### config.mk
export PLATFORM = sky130hd
export DESIGN_NAME = inst_mmu_tlb
export DESIGN_NICKNAME = d
export VERILOG_FILES = /design/src/rtl/inst_mmu_tlb.sv
export SDC_FILE = /design/constraint.sdc
export NUM_CORES = 1
export LEC_CHECK = 0
export ABC_AREA = 0
export CORE_MARGIN = 1
export CORE_UTILIZATION = 30
export DETAILED_ROUTE_END_ITERATION = 6
export SYNTH_ARGS = -nofsm -noshare
export SYNTH_HDL_FRONTEND = slang
export SYNTH_SLANG_ARGS = --single-unit
### constraint.sdc
create_clock -name clk -period 6.93 [get_ports clk]
set_input_delay 1.386 -clock clk [delete_from_list [all_inputs] [get_ports clk]]
set_output_delay 1.386 -clock clk [all_outputs]
set_load 0.005 [all_outputs]
### src/rtl/inst_mmu_tlb.sv
// Instruction-side address translator: direct-address mode, direct-map
// windows, and a fully associative 4 KB-page micro-TLB refilled from the
// main TLB. One request per cycle on hits, registered response.

// Tag compare for one micro-TLB entry.
module inst_mmu_tlb_cmp (
  input  logic        vld,
  input  logic [19:0] tag,
  input  logic [19:0] vpn,
  output logic        hit
);
  assign hit = vld && (tag == vpn);
endmodule

module inst_mmu_tlb #(
  parameter int NUM_DMW = 2,
  parameter int ENTRIES = 4
) (
  input  logic                 clk,
  input  logic                 rst,
  input  logic                 req_valid,
  input  logic [31:0]          req_vaddr,
  output logic                 req_ready,
  input  logic [31:0]          crmd,
  input  logic [NUM_DMW*32-1:0] dmw,
  input  logic                 flush,
  output logic                 resp_valid,
  output logic [31:0]          resp_paddr,
  output logic                 resp_uncache,
  output logic                 resp_fault,
  output logic                 refill_req,
  output logic [19:0]          refill_vpn,
  input  logic                 refill_ack,
  input  logic [19:0]          refill_ppn,
  input  logic [1:0]           refill_mat,
  input  logic                 refill_v
);
  localparam int PW = $clog2(ENTRIES);

  typedef enum logic {IDLE, MISS} state_t;
  state_t state, state_nxt;

  logic [ENTRIES-1:0]            ent_v;
  logic [ENTRIES-1:0][19:0]      ent_vpn;
  logic [ENTRIES-1:0][19:0]      ent_ppn;
  logic [ENTRIES-1:0][1:0]       ent_mat;
  logic [ENTRIES-1:0]            hit_vec;
  logic [PW-1:0]                 ptr;
  logic [19:0]                   vpn_q;
  logic [11:0]                   off_q;
  logic                          flushed_q;

  logic [31:0] win [NUM_DMW];
  logic [1:0]  plv;
  logic        accept, install;
  logic        dmw_hit, tlb_hit, any_hit;
  logic [31:0] dmw_paddr, hit_paddr;
  logic        dmw_unc, hit_unc;
  logic [19:0] tlb_ppn;
  logic [1:0]  tlb_mat;

  assign plv       = crmd[1:0];
  assign accept    = req_valid && (state == IDLE);
  assign req_ready = (state == IDLE);
  assign refill_req = (state == MISS);
  assign refill_vpn = vpn_q;
  // A flush seen at any point of the refill (or in the ack cycle) vetoes the install.
  assign install   = (state == MISS) && refill_ack && refill_v && !flush && !flushed_q;

  for (genvar g = 0; g < NUM_DMW; g++) begin : g_win
    assign win[g] = dmw[32*g +: 32];
  end

  for (genvar e = 0; e < ENTRIES; e++) begin : g_ent
    inst_mmu_tlb_cmp u_cmp (
      .vld (ent_v[e]),
      .tag (ent_vpn[e]),
      .vpn (req_vaddr[31:12]),
      .hit (hit_vec[e])
    );
  end

  // Window match; iterate high to low so the lowest matching index wins.
  always_comb begin
    dmw_hit   = 1'b0;
    dmw_paddr = '0;
    dmw_unc   = 1'b0;
    for (int i = NUM_DMW - 1; i >= 0; i--) begin
      if ((win[i][31:29] == req_vaddr[31:29]) &&
          (((plv == 2'd0) && win[i][0]) || ((plv == 2'd3) && win[i][3]))) begin
        dmw_hit   = 1'b1;
        dmw_paddr = {win[i][27:25], req_vaddr[28:0]};
        dmw_unc   = ~win[i][4];
      end
    end
  end

  // Micro-TLB lookup; tags are unique so OR-combining the hit entries is a mux.
  always_comb begin
    tlb_ppn = '0;
    tlb_mat = '0;
    for (int e = 0; e < ENTRIES; e++) begin
      if (hit_vec[e]) begin
        tlb_ppn = tlb_ppn | ent_ppn[e];
        tlb_mat = tlb_mat | ent_mat[e];
      end
    end
    tlb_hit = |hit_vec;
  end

  // Priority select: DA, then DMW, then TLB.
  always_comb begin
    any_hit   = 1'b1;
    hit_paddr = req_vaddr;
    hit_unc   = ~crmd[5];
    if (!crmd[4]) begin
      if (dmw_hit) begin
        hit_paddr = dmw_paddr;
        hit_unc   = dmw_unc;
      end else begin
        any_hit   = tlb_hit;
        hit_paddr = {tlb_ppn, req_vaddr[11:0]};
        hit_unc   = (tlb_mat == 2'd0);
      end
    end
  end

  // Next-state logic.
  always_comb begin
    state_nxt = state;
    case (state)
      IDLE: if (accept && !any_hit) state_nxt = MISS;
      MISS: if (refill_ack) state_nxt = IDLE;
      default: state_nxt = IDLE;
    endcase
  end

  // Control, response and valid-bit registers.
  always_ff @(posedge clk) begin
    if (rst) begin
      state        <= IDLE;
      ent_v        <= '0;
      ptr          <= '0;
      vpn_q        <= '0;
      off_q        <= '0;
      flushed_q    <= 1'b0;
      resp_valid   <= 1'b0;
      resp_paddr   <= '0;
      resp_uncache <= 1'b0;
      resp_fault   <= 1'b0;
    end else begin
      state      <= state_nxt;
      resp_valid <= 1'b0;
      if (accept) begin
        if (any_hit) begin
          resp_valid   <= 1'b1;
          resp_paddr   <= hit_paddr;
          resp_uncache <= hit_unc;
          resp_fault   <= 1'b0;
        end else begin
          vpn_q     <= req_vaddr[31:12];
          off_q     <= req_vaddr[11:0];
          flushed_q <= 1'b0;
        end
      end
      if (state == MISS) begin
        if (flush) flushed_q <= 1'b1;
        if (refill_ack) begin
          resp_valid <= 1'b1;
          if (refill_v) begin
            resp_paddr   <= {refill_ppn, off_q};
            resp_uncache <= (refill_mat == 2'd0);
            resp_fault   <= 1'b0;
          end else begin
            resp_paddr   <= {vpn_q, off_q};
            resp_uncache <= 1'b1;
            resp_fault   <= 1'b1;
          end
        end
      end
      if (install) begin
        ent_v[ptr] <= 1'b1;
        ptr        <= ptr + 1'b1;
      end
      if (flush) ent_v <= '0;
    end
  end

  // Entry payload; only meaningful when the matching valid bit is set.
  always_ff @(posedge clk) begin
    if (install) begin
      ent_vpn[ptr] <= vpn_q;
      ent_ppn[ptr] <= refill_ppn;
      ent_mat[ptr] <= refill_mat;
    end
  end
endmodule

## Yosys cells after proc, flatten, opt, wreduce, memory -nomap -nowiden

Cells that the tools add are included.

| cells by class | value |
|---|---|
| add/sub/neg operators | 1 |
| magnitude comparators | 2 |
| eq/ne operators | 7 |
| multiplexer cells | 55 |
| bitwise operators | 12 |
| reductions and logical operators | 28 |

Operator list:

| cell | count |
|---|---|
| $mux 32 | 9 |
| $bwmux 80 | 2 |
| $mux 20 | 5 |
| $eq 20x20->1 | 4 |
| $or 20x20->20 | 3 |
| $demux 20 s2 | 1 |
| $mux 1 | 29 |
| $logic_and 1x1->1 | 17 |
| $mux 2 | 5 |
| $bwmux 8 | 1 |
| $eq 3x3->1 | 2 |
| $logic_not 2->1 | 3 |
| $or 2x2->2 | 3 |
| $not 1->1 | 5 |
| $demux 2 s2 | 1 |
| $or 4x4->4 | 1 |
| $reduce_or 4->1 | 1 |
| $logic_not 1->1 | 3 |
| $lt 2x3->1 const B | 1 |
| $add 2x1->2 const B | 1 |
| $demux 1 s2 | 1 |
| $eq 2x2->1 const B | 1 |
| $ge 2x1->1 const B | 1 |
| $logic_or 1x1->1 | 2 |
| 3 further kinds | 3 |

| word-level totals | value |
|---|---|
| flip-flop bits (word level) | 243 |
| bits of input ports | 156 |
| logic and storage cells | 127 |

## Logic depth before layout (Yosys ltp)

Gate-level depths: netlist of run 1.

| logic depth | value |
|---|---|
| word-level depth | 16 |
| mapped depth | 11 |

## Modules after synthesis

A second synthesis of run 1 with hierarchy kept.

| unflattened totals | value |
|---|---|
| cell total of the unflattened synthesis | 717 |
| area, all modules | 9967.1 sq um |

By module, submodules not included:

| module | times used | cells an instance | area each (sq um) |
|---|---|---|---|
| inst_mmu_tlb | 1 | 609 | 9071.2 |
| inst_mmu_tlb_cmp | 4 | 27 | 224.0 |

## Least setup slack after synthesis of run 1

OpenSTA, ideal clock, no wires.

| path | value |
|---|---|
| kind | input to register |
| start point | in refill_ack |
| end point | reg ent_mat[0] (netlist bit), enable pin |
| setup time | 0.404 ns |
| data arrival time | 3.224 ns |
| data required time | 6.526 ns |
| slack | 3.302 ns |
| cell stages on the path | 5 |
| path through | and2_1 -> buf_2 -> nand2_1 -> nor3_1 -> and2_1 |

| on the way | value |
|---|---|
| longest elaborated chain between the ends | 4 |

Ends and longest elaborated chain:

| element | RTL line | RTL |
|---|---|---|
| start, declared | 33 | `input logic refill_ack,` |
| $logic_and 1x1->1 (4 in a row) | 68 | `assign install = (state == MISS) && refill_ack && refill_v && !flush && !flushed_q;` |
| end signal, assigned by index | 194 | `ent_mat[ptr] <= refill_mat;` |
| end, declared | 46 | `logic [ENTRIES-1:0][1:0] ent_mat;` |

No other way between the ends.
A chain may end at the register's enable or synchronous reset.

## Final worst setup path of run 1

| path | value |
|---|---|
| start point | in req_vaddr[30] |
| end point | reg resp_paddr[13] |

| on the way | value |
|---|---|
| longest elaborated chain between the ends | 15 |
| elaborated cells on any way between the ends | 32 |

Ends and longest elaborated chain:

| element | RTL line | RTL |
|---|---|---|
| start, declared | 22 | `input logic [31:0] req_vaddr,` |
| $eq 20x20->1 | 12 | `assign hit = vld && (tag == vpn);` |
| $logic_and 1x1->1 | 12 |  |
| $mux 20 | 103 | `if (hit_vec[e]) begin` |
| $or 20x20->20 | 104 | `tlb_ppn = tlb_ppn \| ent_ppn[e];` |
| $mux 20 | 103 |  |
| $or 20x20->20 | 104 |  |
| $mux 20 | 103 |  |
| $or 20x20->20 | 104 |  |
| $mux 20 | 103 |  |
| $mux 32 | 117 | `if (dmw_hit) begin` |
| $mux 32 | 116 | `if (!crmd[4]) begin` |
| $mux 32 (*) | 155 | `if (any_hit) begin` |
| $mux 32 (*) | 154 | `if (accept) begin` |
| $mux 32 | 168 | `if (refill_ack) begin` |
| $mux 32 (*) | 166 | `if (state == MISS) begin` |
| end signal, assigned | 157 | `resp_paddr <= hit_paddr;` |
| end signal, assigned | 171 | `resp_paddr <= {refill_ppn, off_q};` |
| end signal, assigned | 175 | `resp_paddr <= {vpn_q, off_q};` |
| end, declared | 28 | `output logic [31:0] resp_paddr,` |

Mark *: on every way between the ends. The rest lies on a longest branch, timed or not.

==> results of run 1 <==
==> Yosys cell counts, types with 5 or more instances <==
cell type    n  area, um2
nand3_1     61      305.3
mux2i_1     53      530.5
xnor2_1     68      595.6
nor3_1       6      30.03
dfxtp_1     75       1501
a21oi_2     11      96.34
a31oi_1      5      31.28
or2_2        5      31.28
o211ai_1    14      105.1
nand4_1     27      168.9
a221oi_2    11      165.2
o221a_1     10      112.6
nand2_1     24      90.09
buf_2       22      110.1
xor2_1      19      166.4
nor2_1      72      270.3
and3_1       5      31.28
nand2b_1    15      93.84
edfxtp_1   168       5045
a21oi_1     12      60.06
o21ai_0      5      25.02
and2_1       7      43.79
inv_1        6      22.52
clkbuf_1    30      112.6
buf_4        8      60.06
==> worst min-delay path by stage <==
stage / startpoint / end / slack, ns
6_report: ent_v[3]$_SDFFE_PP0P_ / ent_v[3]$_SDFFE_PP0P_ / 0.49
5_1_grt: off_q[0]$_SDFFE_PP0P_ / off_q[0]$_SDFFE_PP0P_ / 0.52
4_1_cts: ent_v[3]$_SDFFE_PP0P_ / ent_v[3]$_SDFFE_PP0P_ / 0.49
3_5_place_dp: ent_v[3]$_SDFFE_PP0P_ / ent_v[3]$_SDFFE_PP0P_ / 0.48
3_3_place_gp: off_q[2]$_SDFFE_PP0P_ / off_q[2]$_SDFFE_PP0P_ / 0.47
2_1_floorplan: flushed_q$_SDFF_PP0_ / flushed_q$_SDFF_PP0_ / 0.46
==> cell families (layout without fill, tap and decap cells) <==
logic type / after synthesis / count (layout) / share of synthesized area, %
xor+xnor: 87 / 87 / 7.298
flops: 243 / 243 / 62.70
compound gates: 102 / 102 / 8.904
fa+ha+maj: 4 / 4 / 0.4793
mux: 54 / 54 / 5.189
other cells: 0 / 1 / 0
buf+inv: 74 / 208 / 3.655
simple gates: 237 / 237 / 11.78
==> cells in the final DEF (no fill, tap or decap), drive strengths merged, types with 14 or more instances in the layout <==
cell type	synthesis	final
dfxtp	75	75
a221oi	16	16
nand2	25	25
nand2b	15	15
clkbuf	30	32
nand3	61	61
xnor2	68	68
nand4	27	27
xor2	19	19
o211ai	14	14
buf	38	17
mux2i	53	53
a21oi	23	23
nor2	72	72
clkdlybuf4s50	0	137
edfxtp	168	168
==> power by group through the flow <==
stage / registers [mW] / logic (mW) / clock network (mW)
after floorplan: 1.63 / 0.148 / 0
after global placement: 1.64 / 0.281 / 0
after detailed placement: 1.64 / 0.285 / 0
after CTS: 1.61 / 0.287 / 1.46
after global routing: 1.61 / 0.306 / 1.51
final: 1.61 / 0.284 / 1.44
==> worst max-delay path, stage by stage <==
cell	delay (ns)
clkdlybuf4s50_1	0.91
xnor2_1	0.19
o2111a_1	0.27
or3_4	0.58
a221oi_4	0.33
a31o_2	0.63
buf_4	0.40
a21oi_1	0.11
a221oi_1	0.30
==> sequential cells by signal (all words and copies together), names as in the netlist <==
signal and count:
ent_ppn 80, ent_vpn 80, resp_paddr 32, refill_vpn 20, off_q 12, ent_mat 8
ent_v 4, ptr 2, flushed_q 1, refill_req 1, resp_fault 1, resp_uncache 1
resp_valid 1
==> final cells by class <==
| cell class | count | area share [%] |
|---|---|---|
| Sequential cell | 243 | 50.17 |
| Multi-Input combinational cell | 484 | 26.98 |
| Timing Repair Buffer | 154 | 11.47 |
| Clock buffer | 32 | 5.629 |
| Tap cell | 448 | 4.296 |
| Clock inverter | 16 | 1.266 |
| Inverter | 6 | 0.1726 |
| Antenna cell | 1 | 0.01918 |
==> metrics by stage <==
| stage | hold WS [ns] | cells |
|---|---|---|
| after floorplan | 0.4634 | 801 |
| after global placement | 0.4748 | 1335 |
| after detailed placement | 0.4788 | 1335 |
| after CTS | 0.4908 | 1383 |
| after global routing | 0.5194 | 1383 |
| final | 0.4874 | 1384 |
==> per-layer routing <==
metal  GRT usage (%)  vias up  wire [um]
met3           3.725       37       2268
met5               0        -          0
met2           25.71      251      13230
met4           3.071        0        437
li1                -     3195          -
met1           22.95     3417      13150
==> results_dict.tcl, run 1 <==
set metrics [dict create \
    outcome "complete, no violations" \
    cts_tree "built" \
    synth_edf_count 168 \
    tns_ns 0 \
    rrSetupSlack_ns 3.56 \
    avgViaCountPerCell 4.986 \
    yosys_most_used_dff "edfxtp_1" \
    finalHoldViolCount 0 \
    min_period_over_period_pct 68.32 \
    drtIter0Drc 646 \
    num_io_pins 213 \
    wl_per_cell_um 21.01 \
    layout-drive-gt1-share_pct 11.55 \
    rr_endpoint "resp_paddr[28]$_SDFF_PP0_" \
    clk_pin_slew_ns 0.06 \
    fillers 3226 \
    p_int_mw 2.586 \
    fin_area_um2 13050 \
    cp-end-kind "flip-flop" \
    fin_total_pwr_mw 3.332 \
    cts_buffers 26 \
    p_switching_mw 0.7463 \
    crit_start "req_vaddr[30]" \
    synth.distinct_cells 55 \
    worstSetupEndpoint "resp_paddr[13]$_SDFF_PP0_" \
    fin_skew_ns 0.008334 \
    yosys_warnings 0 \
    rsz0062_at_grt "no" \
    grt_antenna_before_repair 2 \
    grt_pass1_vias 6893 \
    async_flop_share_pct 0 \
    utilization_pct 38.53 \
    cts_root_buf "clkbuf_16" \
    wirelength_mm 29.08 \
    post-route-min-period_ns 4.735 \
    ant_nets 0 \
    worst_slack_ns 2.195 \
    place_ws_ns 1.649 \
    power_frac_comb_pct 8.5 \
    finalSetupViolations 0 \
    io_buffers 138 \
    firstDrtPassIters 5 \
    pwr-share-clk_pct 43.2 \
    syn_to_final_growth_pct 24.96 \
    powerDensity_nw_per_um2 255.4 \
    timing.fmax_mhz 211.2 \
    synth-seq-cells 243 \
    synth_area_per_cell_um2 13.04 \
    dieWidth_um 188.6 \
    peakVddDrop_mv 0.1659 \
    grt_pass1_wl_mm 43.86 \
    die_y_um 188.6 \
    worstSetupPathType "in -> reg" \
    post-cts-setup-buffer-count 0 \
    grt_max_degree 72 \
    clock-sinks 243 \
    final-seq-area_um2 6546 \
    core-area_um2 33870 \
    grt_util_all_layers_pct 16.31 \
    synthCells 801 \
    synth_fp_nets 961 \
    gp_congestion 0.7877 \
    worstRegToRegCells 7 \
    worstMarginPinSlew_ns 0.9259 \
    htree_num_levels 1 \
    fin_nets 1075 \
    hold_depth 2 \
    crit_path_start_kind "input port" \
    multi_input_area_um2 3520 \
    via_count 6900 \
    relSlewSlack_pct 38.28 \
    leakagePower_nw 4.523 \
    crit_arrival_ns 5.15 \
    drcViolationCount 0 \
    start_util_pct 30.83 \
    syn-cell-area_um2 10440 \
    die_area_um2 35550 \
    post-dp-hpwl_mm 19.06 \
    cts-hold-fix-buffers 0 \
    cp_max_fo 31 \
    hp-class "reg -> reg" \
    ctsResizeCount 0 \
    cts_buffer_depth 3 \
    clk_latency_ns 0.53 \
    worstPathRequired_ns 7.35 \
    globalRouteOverflowTotal 0 \
    seqPwrFrac_pct 48.3 \
    swShare_pct 22.40 \
    slew_viol_final 0 \
    row_count 67 \
    yosysSeqAreaShare_pct 62.70 \
    rr_startpoint "ent_vpn[72]$_DFFE_PP_" \
    dpl_cell_area_um2 12150 \
    max-cap-violations 0 \
]
Note: power is estimated with default switching activity, not from simulation.
==> run 2, diff against run 1 <==
==> constraint.sdc (replaced) <==
create_clock -name clk -period 4.4 [get_ports clk]
set_input_delay 0.88 -clock clk [delete_from_list [all_inputs] [get_ports clk]]
set_output_delay 0.88 -clock clk [all_outputs]
set_load 0.005 [all_outputs]
==> run 2 against run 1 <==
First-iteration DRC count decreased by 15%. Critical path depth did not move. Highest routed layer unchanged. Total power up 58%. Setup slack got worse by 1.2 ns. Via count is 1.8% higher. Combinational power is 60% higher. Global-route usage increased by 0.22 points. Worst hold slack improved by 0.0053 ns.
==> results_dict.tcl, run 2 (synthesis gave the netlist of run 1 again) <==
set metrics [dict create \
    outcome "complete, no violations" \
    finalSetupViolations 0 \
    finalHoldViolCount 0 \
    powerDensity_nw_per_um2 397.9 \
    path_buf_inv 2 \
    post-cts-setup-buffer-count 0 \
    drtIter0Drc 549 \
    die_area_um2 35550 \
    htree_num_levels 1 \
    layout_common_cells "168 x edfxtp_1, 137 x clkdlybuf4s50_1, 75 x dfxtp_1" \
    grt_util_all_layers_pct 16.53 \
    timing.fmax_mhz 290.0 \
    rr_startpoint "ent_vpn[9]$_DFFE_PP_" \
    final_common_cell "edfxtp_1" \
    firstDrtPassIters 5 \
    clk_latency_ns 0.54 \
    cts_root_buf "clkbuf_16" \
    wl_per_cell_um 21.09 \
    peakVddDrop_mv 0.3425 \
    cts_buffers 26 \
    clock-sinks 243 \
    drcViolationCount 0 \
    dp_cells 1352 \
    slowest_stage "clkdlybuf4s50_1" \
    grt_antenna_before_repair 1 \
    die_y_um 188.6 \
    final-seq-area_um2 6546 \
    worstPathRequired_ns 4.85 \
    cts_buffer_depth 3 \
    ctsResizeCount 0 \
    min_to "ent_v[0]$_SDFFE_PP0P_" \
    slew_viol_final 0 \
    cp-end-kind "flip-flop" \
    worstMarginPinSlew_ns 0.7471 \
    core-area_um2 33870 \
    crit_path_start_kind "input port" \
    rr_endpoint "resp_paddr[29]$_SDFF_PP0_" \
    syn_to_final_growth_pct 26.41 \
    hold_depth 2 \
    worstPathCellList "clkdlybuf4s50_1, xnor2_1, o2111a_1, or3_4, a221oi_4, a31o_2, buf_4, a21oi_2, a221oi_2" \
    crit_path_max_incr_delay_ns 0.81 \
    grt_pass1_vias 6921 \
    avgViaCountPerCell 5.012 \
    wirelength_mm 29.55 \
    leakagePower_nw 4.621 \
    dieWidth_um 188.6 \
    ant_nets 0 \
    tns_ns 0 \
    relSlewSlack_pct 49.81 \
    grt_max_degree 44 \
    worstSetupPathType "in -> reg" \
    reg.largest.list "ent_ppn x80, ent_vpn x80, resp_paddr x32" \
    cts-hold-fix-buffers 0 \
    instances_no_fill 1401 \
    post-route-min-period_ns 3.448 \
    globalRouteOverflowTotal 0 \
    row_count 67 \
    crit_family "compound AO/OA/AOI/OAI gates" \
    clk_pin_slew_ns 0.06 \
    worstRegToRegCells 8 \
    fillers 3255 \
    min_period_over_period_pct 78.37 \
    hp-class "reg -> reg" \
    start_util_pct 30.83 \
    gp_congestion 0.7829 \
    multi_input_area_um2 3520 \
    hold_start "ent_v[0]$_SDFFE_PP0P_" \
    crit_arrival_ns 3.89 \
    rsz0062_at_grt "no" \
    io_buffers 138 \
    cts_tree "built" \
    max-cap-violations 0 \
    cp_max_fo 10 \
    post-dp-hpwl_mm 19.67 \
    via_count 7022 \
    grt_pass1_wl_mm 44.32 \
    rrSetupSlack_ns 1.73 \
    fin_skew_ns 0.01092 \
    fin_nets 1092 \
    num_io_pins 213 \
    layout-drive-gt1-share_pct 12.61 \
]
==> run 2: routing by layer <==
layer	global-route usage [%]	up-vias	share of wire [%]	wire, um
met5	0	-	0	0
met4	3.071	0	1.6	463
met3	3.222	35	6.2	1829
met2	26.61	222	46	13740
met1	23.16	3543	46	13520
li1	-	3222	-	-
==> run 2: cell type report <==
cell class                 count  share of cell area, %
inverter                       6                 0.1706
clock inverter                13                  1.062
clock buffer                  35                  5.650
sequential                   243                  49.60
multi-input combinational    484                  26.67
tap                          448                  4.247
antenna                        1                0.01896
timing repair buffer         171                  12.59
==> run 2: worst max path at each step <==
stage / start / endpoint / slack (ns) / depth (start not counted)
3_3_place_gp: req_vaddr[31] / resp_paddr[1]$_SDFF_PP0_ / 0.36 / 8
6_report: req_vaddr[31] / resp_paddr[16]$_SDFF_PP0_ / 0.95 / 9
3_5_place_dp: req_vaddr[31] / resp_paddr[1]$_SDFF_PP0_ / 0.34 / 8
4_1_cts: req_vaddr[31] / resp_paddr[1]$_SDFF_PP0_ / 0.89 / 8
2_1_floorplan: refill_ack / ent_mat[0]$_DFFE_PP_ / 1.28 / 5
5_1_grt: req_vaddr[31] / resp_paddr[24]$_SDFF_PP0_ / 0.70 / 9
==> run 2: report_power, final <==
| group | switching, mW | leakage [nW] | total, mW | internal [mW] |
|---|---|---|---|---|
| combinational | 0.221 | 1.99 | 0.453 | 0.232 |
| clock | 0.902 | 0.441 | 2.26 | 1.36 |
| sequential | 0.0506 | 2.19 | 2.54 | 2.49 |
| total | 1.17 | 4.62 | 5.25 | 4.08 |
==> run 2: through the flow <==
| stage | setup WS, ns | hold slack (ns) | power (mW) | util, % | cell area, um2 |
|---|---|---|---|---|---|
| after floorplan | 1.278 | 0.4634 | 2.801 | - | 10440 |
| after global placement | 0.3614 | 0.4736 | 3.035 | 36.35 | 12310 |
| after detailed placement | 0.3391 | 0.4697 | 3.039 | 36.35 | 12310 |
| after CTS | 0.8941 | 0.4910 | 5.293 | 38.96 | 13200 |
| after global routing | 0.6983 | 0.5032 | 5.416 | 38.96 | 13200 |
| final | 0.9518 | 0.4927 | 5.252 | 38.97 | 13200 |
==> run 2: tightest hold or removal path, cell delays in order, from the launching register on <==
cell and delay [ns]:
dfxtp_1 0.30, nor2_1 0.10, nor3_1 0.05
